===== config.mk =====
export PLATFORM = sky130hd
export DESIGN_NAME = load_store_unit
export DESIGN_NICKNAME = d
export VERILOG_FILES = /design/src/rtl/lsu_pkg.sv /design/src/rtl/lsu_align.sv /design/src/rtl/load_store_unit.sv
export SDC_FILE = /design/constraint.sdc
export NUM_CORES = 1
export LEC_CHECK = 0
export ABC_CLOCK_PERIOD_IN_PS = 4950
export BUFFER_PORTS_ARGS = -buffer_cell sky130_fd_sc_hd__buf_2
export CAP_MARGIN = 20
export CORE_MARGIN = 2
export CORE_UTILIZATION = 50
export CTS_BUF_LIST = sky130_fd_sc_hd__clkbuf_2
export CTS_CLUSTER_DIAMETER = 150
export DETAILED_ROUTE_END_ITERATION = 12
export MAX_ROUTING_LAYER = met4
export PLACE_DENSITY_LB_ADDON = 0.1
export SYNTH_ARGS = -nofsm -noshare
export SYNTH_HDL_FRONTEND = slang
export SYNTH_SLANG_ARGS = --single-unit

===== constraint.sdc =====
create_clock -name i_clk -period 4.95 [get_ports i_clk]
set_clock_uncertainty 0.2 [all_clocks]
set_input_delay 0.99 -clock i_clk [delete_from_list [all_inputs] [get_ports i_clk]]
set_output_delay 0.99 -clock i_clk [all_outputs]
set_load 0.02 [all_outputs]

===== src/rtl/lsu_pkg.sv =====
`default_nettype none
// ============================================================================
// Module      : lsu_pkg
// Description : Shared funct3 encodings, FSM state type and the illegal-funct3
//               decode for the load/store unit.
// Revision    : 1.0 - initial release
// ============================================================================
package lsu_pkg;

    localparam logic [2:0] F3_B  = 3'd0;
    localparam logic [2:0] F3_H  = 3'd1;
    localparam logic [2:0] F3_W  = 3'd2;
    localparam logic [2:0] F3_BU = 3'd4;
    localparam logic [2:0] F3_HU = 3'd5;

    typedef enum logic [2:0] {
        S_IDLE  = 3'd0,
        S_LOAD  = 3'd1,
        S_READ  = 3'd2,
        S_WRITE = 3'd3,
        S_RESP  = 3'd4
    } lsu_state_e;

    // Stores only have B/H/W; loads additionally have BU/HU.
    function automatic logic f3_illegal(input logic we, input logic [2:0] f3);
        if (we) begin
            return (f3 > F3_W);
        end
        return (f3 == 3'd3) || (f3 == 3'd6) || (f3 == 3'd7);
    endfunction

endpackage
`default_nettype wire


===== src/rtl/lsu_align.sv =====
`default_nettype none
// ============================================================================
// Module      : lsu_align
// Description : Combinational byte-lane logic: load extraction with sign/zero
//               extension and store merge into the old memory word.
// Revision    : 1.0 - initial release
// ============================================================================
module lsu_align
    import lsu_pkg::*;
(
    input  logic [31:0] i_word,
    input  logic [1:0]  i_addr_lo,
    input  logic [2:0]  i_funct3,
    input  logic [31:0] i_wdata,
    output logic [31:0] o_load_data,
    output logic [31:0] o_store_word
);

    logic [7:0]  w_byte;
    logic [15:0] w_half;

    // Half accesses only look at addr[1], so an unaligned half silently rounds down.
    always_comb begin
        w_byte = i_word[7:0];
        case (i_addr_lo)
            2'd0: w_byte = i_word[7:0];
            2'd1: w_byte = i_word[15:8];
            2'd2: w_byte = i_word[23:16];
            2'd3: w_byte = i_word[31:24];
            default: w_byte = i_word[7:0];
        endcase
        w_half = i_addr_lo[1] ? i_word[31:16] : i_word[15:0];

        o_load_data = i_word;
        case (i_funct3)
            F3_B:    o_load_data = {{24{w_byte[7]}}, w_byte};
            F3_H:    o_load_data = {{16{w_half[15]}}, w_half};
            F3_BU:   o_load_data = {24'd0, w_byte};
            F3_HU:   o_load_data = {16'd0, w_half};
            default: o_load_data = i_word;
        endcase

        o_store_word = i_word;
        case (i_funct3)
            F3_B: begin
                case (i_addr_lo)
                    2'd0: o_store_word[7:0]   = i_wdata[7:0];
                    2'd1: o_store_word[15:8]  = i_wdata[7:0];
                    2'd2: o_store_word[23:16] = i_wdata[7:0];
                    2'd3: o_store_word[31:24] = i_wdata[7:0];
                    default: o_store_word[7:0] = i_wdata[7:0];
                endcase
            end
            F3_H: begin
                if (i_addr_lo[1]) begin
                    o_store_word[31:16] = i_wdata[15:0];
                end else begin
                    o_store_word[15:0] = i_wdata[15:0];
                end
            end
            default: o_store_word = i_wdata;
        endcase
    end

endmodule
`default_nettype wire


===== src/rtl/load_store_unit.sv =====
`default_nettype none
// ============================================================================
// Module      : load_store_unit
// Description : MEM-stage data-memory initiator. One request in flight, single
//               response per request. Define LSU_MISALIGN_TRAP_EN to fault
//               misaligned half/word accesses instead of rounding them down.
// Revision    : 1.0 - initial release
// ============================================================================
module load_store_unit
    import lsu_pkg::*;
(
    input  logic        i_clk,
    input  logic        i_rst,
    input  logic        i_req_valid,
    output logic        o_req_ready,
    input  logic        i_req_we,
    input  logic [2:0]  i_req_funct3,
    input  logic [31:0] i_req_addr,
    input  logic [31:0] i_req_wdata,
    output logic        o_rsp_valid,
    input  logic        i_rsp_ready,
    output logic [31:0] o_rsp_rdata,
    output logic        o_rsp_exc,
    output logic        o_mem_we,
    output logic [31:0] o_mem_addr,
    output logic [31:0] o_mem_wdata,
    input  logic [31:0] i_mem_rdata
);

    lsu_state_e  r_state_q,  w_state_d;
    logic [2:0]  r_funct3_q, w_funct3_d;
    logic [31:0] r_addr_q,   w_addr_d;
    logic [31:0] r_wdata_q,  w_wdata_d;
    logic [31:0] r_data_q,   w_data_d;
    logic        r_exc_q,    w_exc_d;

    logic        w_misalign;
    logic        w_fault;
    logic [31:0] w_word_addr;
    logic [31:0] w_load_data;
    logic [31:0] w_store_word;

`ifdef LSU_MISALIGN_TRAP_EN
    always_comb begin
        w_misalign = 1'b0;
        case (i_req_funct3)
            F3_H, F3_HU: w_misalign = i_req_addr[0];
            F3_W:        w_misalign = |i_req_addr[1:0];
            default:     w_misalign = 1'b0;
        endcase
    end
`else
    assign w_misalign = 1'b0;
`endif

    assign w_fault     = f3_illegal(i_req_we, i_req_funct3) | w_misalign;
    assign w_word_addr = {r_addr_q[31:2], 2'b00};

    lsu_align u_align (
        .i_word       (i_mem_rdata),
        .i_addr_lo    (r_addr_q[1:0]),
        .i_funct3     (r_funct3_q),
        .i_wdata      (r_wdata_q),
        .o_load_data  (w_load_data),
        .o_store_word (w_store_word)
    );

    // r_data_q carries the load result in RESP, and the word to write in WRITE.
    always_comb begin
        w_state_d  = r_state_q;
        w_funct3_d = r_funct3_q;
        w_addr_d   = r_addr_q;
        w_wdata_d  = r_wdata_q;
        w_data_d   = r_data_q;
        w_exc_d    = r_exc_q;

        o_req_ready = 1'b0;
        o_rsp_valid = 1'b0;
        o_rsp_rdata = 32'd0;
        o_rsp_exc   = 1'b0;
        o_mem_we    = 1'b0;
        o_mem_addr  = 32'd0;
        o_mem_wdata = 32'd0;

        case (r_state_q)
            S_IDLE: begin
                o_req_ready = 1'b1;
                if (i_req_valid) begin
                    w_funct3_d = i_req_funct3;
                    w_addr_d   = i_req_addr;
                    w_wdata_d  = i_req_wdata;
                    w_data_d   = 32'd0;
                    w_exc_d    = w_fault;
                    if (w_fault) begin
                        w_state_d = S_RESP;
                    end else if (!i_req_we) begin
                        w_state_d = S_LOAD;
                    end else if (i_req_funct3 == F3_W) begin
                        w_state_d = S_WRITE;
                        w_data_d  = i_req_wdata;
                    end else begin
                        w_state_d = S_READ;
                    end
                end
            end
            S_LOAD: begin
                o_mem_addr = w_word_addr;
                w_data_d   = w_load_data;
                w_state_d  = S_RESP;
            end
            S_READ: begin
                o_mem_addr = w_word_addr;
                w_data_d   = w_store_word;
                w_state_d  = S_WRITE;
            end
            S_WRITE: begin
                o_mem_we    = 1'b1;
                o_mem_addr  = w_word_addr;
                o_mem_wdata = r_data_q;
                w_data_d    = 32'd0;
                w_state_d   = S_RESP;
            end
            S_RESP: begin
                o_rsp_valid = 1'b1;
                o_rsp_rdata = r_data_q;
                o_rsp_exc   = r_exc_q;
                if (i_rsp_ready) begin
                    w_state_d = S_IDLE;
                end
            end
            default: w_state_d = S_IDLE;
        endcase

        // Reset silences every output in the same cycle, before the edge.
        if (i_rst) begin
            o_req_ready = 1'b0;
            o_rsp_valid = 1'b0;
            o_rsp_rdata = 32'd0;
            o_rsp_exc   = 1'b0;
            o_mem_we    = 1'b0;
            o_mem_addr  = 32'd0;
            o_mem_wdata = 32'd0;
        end
    end

    always_ff @(posedge i_clk) begin
        if (i_rst) begin
            r_state_q  <= S_IDLE;
            r_funct3_q <= 3'd0;
            r_addr_q   <= 32'd0;
            r_wdata_q  <= 32'd0;
            r_data_q   <= 32'd0;
            r_exc_q    <= 1'b0;
        end else begin
            r_state_q  <= w_state_d;
            r_funct3_q <= w_funct3_d;
            r_addr_q   <= w_addr_d;
            r_wdata_q  <= w_wdata_d;
            r_data_q   <= w_data_d;
            r_exc_q    <= w_exc_d;
        end
    end

endmodule
`default_nettype wire


==> results by group, run 1 <==
Worst setup path
  – Slowest stage delay, CP: 0.92 ns
  – Critical Path Start Type: flip-flop
  – Max FO, Critical Path: 27
  – CP Data Required Time: 3.76 ns
  – Reg-to-Reg Start: r_state_q[1]
  – Worst path arrival time: 3.05 ns
  – Crit Path Class: flip-flop to primary output
  – Cell Chain, Critical Path: inv_1 > nor4_2 > buf_4 > and2_1 > buf_2
  – CP endpoint kind: primary output
  – Setup crit start: r_state_q[0]
  – Slowest-stage cell, CP: dfxtp_1
  – Flop-to-flop setup slack: 2.05 ns
  – Path depth of the worst reg2reg path: 5
  – Worst R2R End: r_data_q[28]

Placement
  – HPWL after DPL: 14.4 mm
  – Dpl ws: 0.848 ns
  – Placed Cells incl. Taps: 1146
  – Buffers on Ports: 201
  – Final GP Congestion: 1.01

Min path
  – Hold Path Cell Cnt: 2
  – HP Start: r_addr_q[8]
  – Hold EP: r_addr_q[8]
  – Min-Delay Path Class: flip-flop to flip-flop

Outcome
  – Outcome: finished, final reports clean

Global route
  – Grt ovf: 0
  – First-pass GRT wire length: 31.3 mm
  – Total track usage: 31.1%
  – Pin count of the biggest net entering global routing: 87
  – Initial antenna violation count: 1
  – Vias in the first global route: 5927

Logic synthesis
  – Yosys cell types: 59
  – Mapped Area: 0.00617 mm²
  – EDFF count, synth: 0
  – Synthesis-stage register bit count: 103
  – Main synth FF type: dfxtp_1
  – Cell taking the most area after synthesis: dfxtp_1
  – Gate Count Post-Synth: 860
  – Yosys top cell area share: 33.4%
  – Synth area leaders: dfxtp_1 33%, and2_1 9.8%, nand2_1 9.7%
  – Fraction of registers with async set or reset after synthesis: 0%
  – Post-Syn Area per Cell: 7.18 µm²
  – Post-synthesis sequential area ratio: 33.4%
  – Syn. warnings: 0

Finish
  – Layout area overhead: 17.7%
  – Final net count: 1115
  – Leading cell type in the layout, fill and taps excluded: buf_2
  – Ratio of cells with drive above 1 in the final layout: 25.7%
  – Fin util: 60.5%
  – Commonest cells after routing, fill and taps aside: 200 x buf_2, 160 x nand2_1, 117 x a21oi_1
  – Post-Layout Cell Count: 1164

Clocking
  – Total CTS buffers: 9
  – Number of hold buffers added after cts: 0
  – Clock transition at path regs: 0.30 ns
  – Worst-skew pair later-pin latency: 0.67 ns
  – Clock buffer depth: 2
  – H-tree levels: 3
  – Post_cts resized: 0
  – Root cell of the clock tree: clkbuf_2
  – Clock sink count: 103
  – CTS tree: built
  – # Post-CTS Setup Buffers: 0

Detailed routing
  – DRC viols: 0
  – Via density: 5.79
  – Pre-Repair DR Iteration Count: 6
  – ANT nets after route: 0
  – Vias: 6739
  – Post-Route WL: 20.3 mm
  – Routed len/inst: 17.4 µm
  – Iter 0 DRT Violations: 694

Floorplanning
  – Die area: 0.0132 mm²
  – I/O pin count: 204
  – Core area: 0.0120 mm²
  – Initial Utilization: 51.4%
  – Chip height: 115 µm
  – Num rows: 40
  – Die X: 115 µm

Power and ir drop
  – Peak supply drop: 0.000231 V
  – Pleak: 0.00319 µW
  – Cell Pwr Density: 256 mW/mm²

Run
  – Maximum Capacitance Violations: 0

Timing
  – Tmin final: 4.24 ns
  – # setup viols final: 0
  – RSZ-0062 raised after global routing: no
  – PnR worst setup slack: 0.706 ns
  – Measured slew at the worst slew-check pin: 1.03 ns
  – Final Hold Fails: 0
  – Count of pins over their slew limit: 0
  – Max_slew headroom: 31.6%
  – Setup TNS: 0 ns
  – Tcrit/Tclk final: 85.7%
  – Max Clock Freq: 0.236 GHz
-- metrics by stage --
| step | area [µm²] | total power, µW | hold WS, ns |
|---|---|---|---|
| 5_1_grt | 7260 | 1970 | 0.249 |
| 6_report | 7260 | 1860 | 0.267 |
| 3_3_place_gp | 7170 | 1490 | 0.238 |
| 2_1_floorplan | 6170 | 1320 | 0.232 |
| 4_1_cts | 7250 | 1860 | 0.266 |
| 3_5_place_dp | 7170 | 1500 | 0.243 |
-- critical path, delay by kind of cell, from the launching register on --
family	cells	cell delay, ns
buffers and inverters	3	0.69
DFF	1	0.92
and+or+nand+nor	2	0.75
-- kinds of logic (layout without fill, tap and decap cells) --
group | Yosys count | after routing | share of synthesized area [%]
compound gates | 257 | 257 | 27.3
buf+inv | 95 | 250 | 6.77
flops | 103 | 103 | 33.4
mux | 12 | 12 | 2.01
other cells | 1 | 3 | 0.0608
simple gates | 392 | 392 | 30.4
-- per-layer routing --
| metal | GRT usage (%) | wire length, µm |
|---|---|---|
| met5 | - | 0 |
| met3 | 8.17 | 1840 |
| met4 | 12.2 | 657 |
| met1 | 39.9 | 8660 |
| met2 | 46.6 | 9120 |
-- layout make-up --
cell class,count,area (µm²)
antenna,1,2.50
clock inverter,5,33.8
inverter,18,67.6
multi-input combinational,663,3740
clock buffer,11,55.1
sequential,103,2060
fill,1203,4750
timing repair buffer,216,1120
tap,147,184
-- cells in the mapped netlist (4+ instances only) --
cell      instances
o21a_1            5
o21ai_2           4
nand3_1          13
a31oi_1          10
dfxtp_1         103
a311oi_1          4
o211ai_1         13
buf_1             4
o221a_2           8
nand4_1           4
buf_4             4
a211oi_1         17
a22o_1            6
or3_1             6
nor3_1            7
a221oi_1         10
o22ai_1           4
mux2i_1           9
inv_1            18
a21oi_1         117
o21ai_0          25
nand2_1         160
buf_2            24
and3_1           11
nor2_1           71
clkbuf_1         42
nor4_1           11
and2_1           97
o32ai_1           7
-- registers in the layout, summed over array words and instances (netlist names) --
signal	cells
r_addr_q	32
r_data_q	32
r_state_q	3
r_funct3_q	3
r_exc_q	1
r_wdata_q	32
-- worst max path at each step --
| stage | slack, ns | to | cells past startpoint |
|---|---|---|---|
| global route | 0.42 | o_mem_wdata[23] | 5 |
| floorplan | 1.48 | o_rsp_rdata[22] | 4 |
| global placement | 0.94 | o_rsp_rdata[6] | 5 |
| detailed placement | 0.85 | o_rsp_rdata[21] | 5 |
| finish | 0.71 | o_mem_wdata[26] | 5 |
| CTS | 0.59 | o_rsp_rdata[21] | 4 |
-- where the power goes --
group	internal [µW]	switching (µW)	leakage (µW)
clock	70.1	300	0.0000583
combinational	186	326	0.00229
sequential	908	69.5	0.000846
total	1160	695	0.00319
Note: power is estimated with default switching activity, not from simulation.
==> run 2: changes to the inputs <==
Settings changed: CORE_MARGIN 2 to 4.
==> run 2 against run 1 <==
Compared with the run above: die area up 7.1%; register-to-register slack lost 0.05 ns; setup slack got worse by 0.068 ns; critical path type unchanged; largest cell class unchanged.
==> results by group, run 2 (synthesis results as in run 1) <==
Clocking
  – Worst-skew pair later-pin latency: 0.59 ns
  – Number of hold buffers added after cts: 0
  – Root cell of the clock tree: clkbuf_2
  – Clock buffer depth: 2
  – CTS tree: built
  – Clock sink count: 103
  – Post_cts resized: 0
  – Total CTS buffers: 9
  – Clock transition at path regs: 0.23 ns
  – H-tree levels: 3
  – # Post-CTS Setup Buffers: 0

Floorplanning
  – Die area: 0.0142 mm²
  – I/O pin count: 204
  – Core area: 0.0121 mm²
  – Num rows: 40
  – Initial Utilization: 51.2%
  – Chip height: 119 µm
  – Die X: 119 µm

Global route
  – Vias in the first global route: 6267
  – Total track usage: 29.7%
  – Initial antenna violation count: 1
  – Pin count of the biggest net entering global routing: 87
  – Grt ovf: 0
  – First-pass GRT wire length: 33.1 mm

Power and ir drop
  – Peak supply drop: 0.000202 V
  – Cell Pwr Density: 254 mW/mm²
  – Pleak: 0.00318 µW

Placement
  – Placed inst area: 0.00718 mm²
  – Buffers on Ports: 201
  – Dpl ws: 0.977 ns
  – HPWL after DPL: 15.1 mm
  – Final GP Congestion: 1.03
  – Placed Cells incl. Taps: 1166

Worst setup path
  – Cell Chain, Critical Path: inv_1 > nor4_2 > buf_4 > and2_1 > buf_2
  – CP endpoint kind: primary output
  – CP top delay family: simple AND/OR/NAND/NOR gates
  – Worst R2R End: r_data_q[30]
  – Crit Path Class: flip-flop to primary output
  – Reg-to-Reg Start: r_state_q[0]
  – Slowest stage delay, CP: 0.89 ns
  – Slowest-stage cell, CP: dfxtp_1
  – Flop-to-flop setup slack: 2.00 ns
  – Worst path arrival time: 3.12 ns
  – Critical Path Start Type: flip-flop
  – Max FO, Critical Path: 22
  – Bufs and invs on worst path: 3
  – Path depth of the worst reg2reg path: 6
  – CP Data Required Time: 3.76 ns

Detailed routing
  – DRC viols: 0
  – Post-Route WL: 20.9 mm
  – Pre-Repair DR Iteration Count: 6
  – Vias: 6747
  – Iter 0 DRT Violations: 673
  – Routed len/inst: 17.7 µm
  – ANT nets after route: 0
  – Via density: 5.70

Timing
  – Max Clock Freq: 0.232 GHz
  – PnR worst setup slack: 0.639 ns
  – RSZ-0062 raised after global routing: no
  – Max_slew headroom: 32.9%
  – Setup TNS: 0 ns
  – Count of pins over their slew limit: 0
  – Tcrit/Tclk final: 87.1%
  – Tmin final: 4.31 ns
  – Final Hold Fails: 0
  – # setup viols final: 0
  – WHS: 0.265 ns
  – Measured slew at the worst slew-check pin: 1.01 ns

Finish
  – Biggest regs: r_addr_q x32, r_data_q x32, r_wdata_q x32
  – Finished Cell Area: 0.00727 mm²
  – Ratio of cells with drive above 1 in the final layout: 25.4%
  – Final net count: 1113
  – Layout area overhead: 17.9%
  – Post-Layout Cell Count: 1183
  – Commonest cells after routing, fill and taps aside: 200 x buf_2, 160 x nand2_1, 117 x a21oi_1
  – Leading cell type in the layout, fill and taps excluded: buf_2

Min path
  – Hold Path Cell Cnt: 2
  – HP Start: r_addr_q[21]
  – Min-Delay Path Class: flip-flop to flip-flop
  – Hold EP: r_addr_q[21]

Run
  – Maximum Capacitance Violations: 0

Outcome
  – Outcome: finished, final reports clean
==> run 2: final cells by class <==
cell class	count	area [µm²]
antenna	1	2.50
clock buffer	10	50.0
clock inverter	6	37.5
fill	1257	4790
inverter	18	67.6
multi-input combinational	663	3740
sequential	103	2060
tap	168	210
timing repair buffer	214	1110
==> run 2: layer usage <==
metal	track usage, %	vias to the layer above	wire length [µm]
met5	-	-	0
met4	12.7	0	801
met3	5.18	57	1820
met2	44.8	331	9410
met1	39.2	3054	8910
li1	-	3305	-
==> run 2: worst register-to-register path, stage by stage (launching register included) <==
cell and delay [ns]:
dfxtp_1 0.89, nor2_1 0.30, nor2_1 0.63, buf_4 0.31, nand2_1 0.11, a221oi_1 0.31, o211ai_1 0.15
==> run 2: worst max-delay path by stage <==
stage | from | to | slack, ns | depth (start not counted)
2_1_floorplan | i_rst | o_rsp_rdata[22] | 1.48 | 4
3_3_place_gp | i_rst | o_rsp_rdata[7] | 1.10 | 5
3_5_place_dp | i_rst | o_rsp_rdata[6] | 0.98 | 5
4_1_cts | r_state_q[0] | o_mem_wdata[11] | 0.60 | 5
5_1_grt | r_state_q[0] | o_mem_wdata[9] | 0.31 | 5
6_report | r_state_q[0] | o_mem_wdata[0] | 0.64 | 5
==> run 2: power by group <==
part	leakage [µW]	total [µW]	switching, µW	internal [µW]
sequential	0.000846	981	73.6	908
combinational	0.00228	508	324	185
clock	0.0000553	355	290	65.2
total	0.00318	1840	687	1160
==> run 2: per-stage QoR <==
| stage | power, µW | utilization, % |
|---|---|---|
| after global placement | 1490 | 59.6 |
| after CTS | 1840 | 60.3 |
| after detailed placement | 1500 | 59.6 |
| after floorplan | 1320 | - |
| after global routing | 1950 | 60.3 |
| final | 1840 | 60.3 |
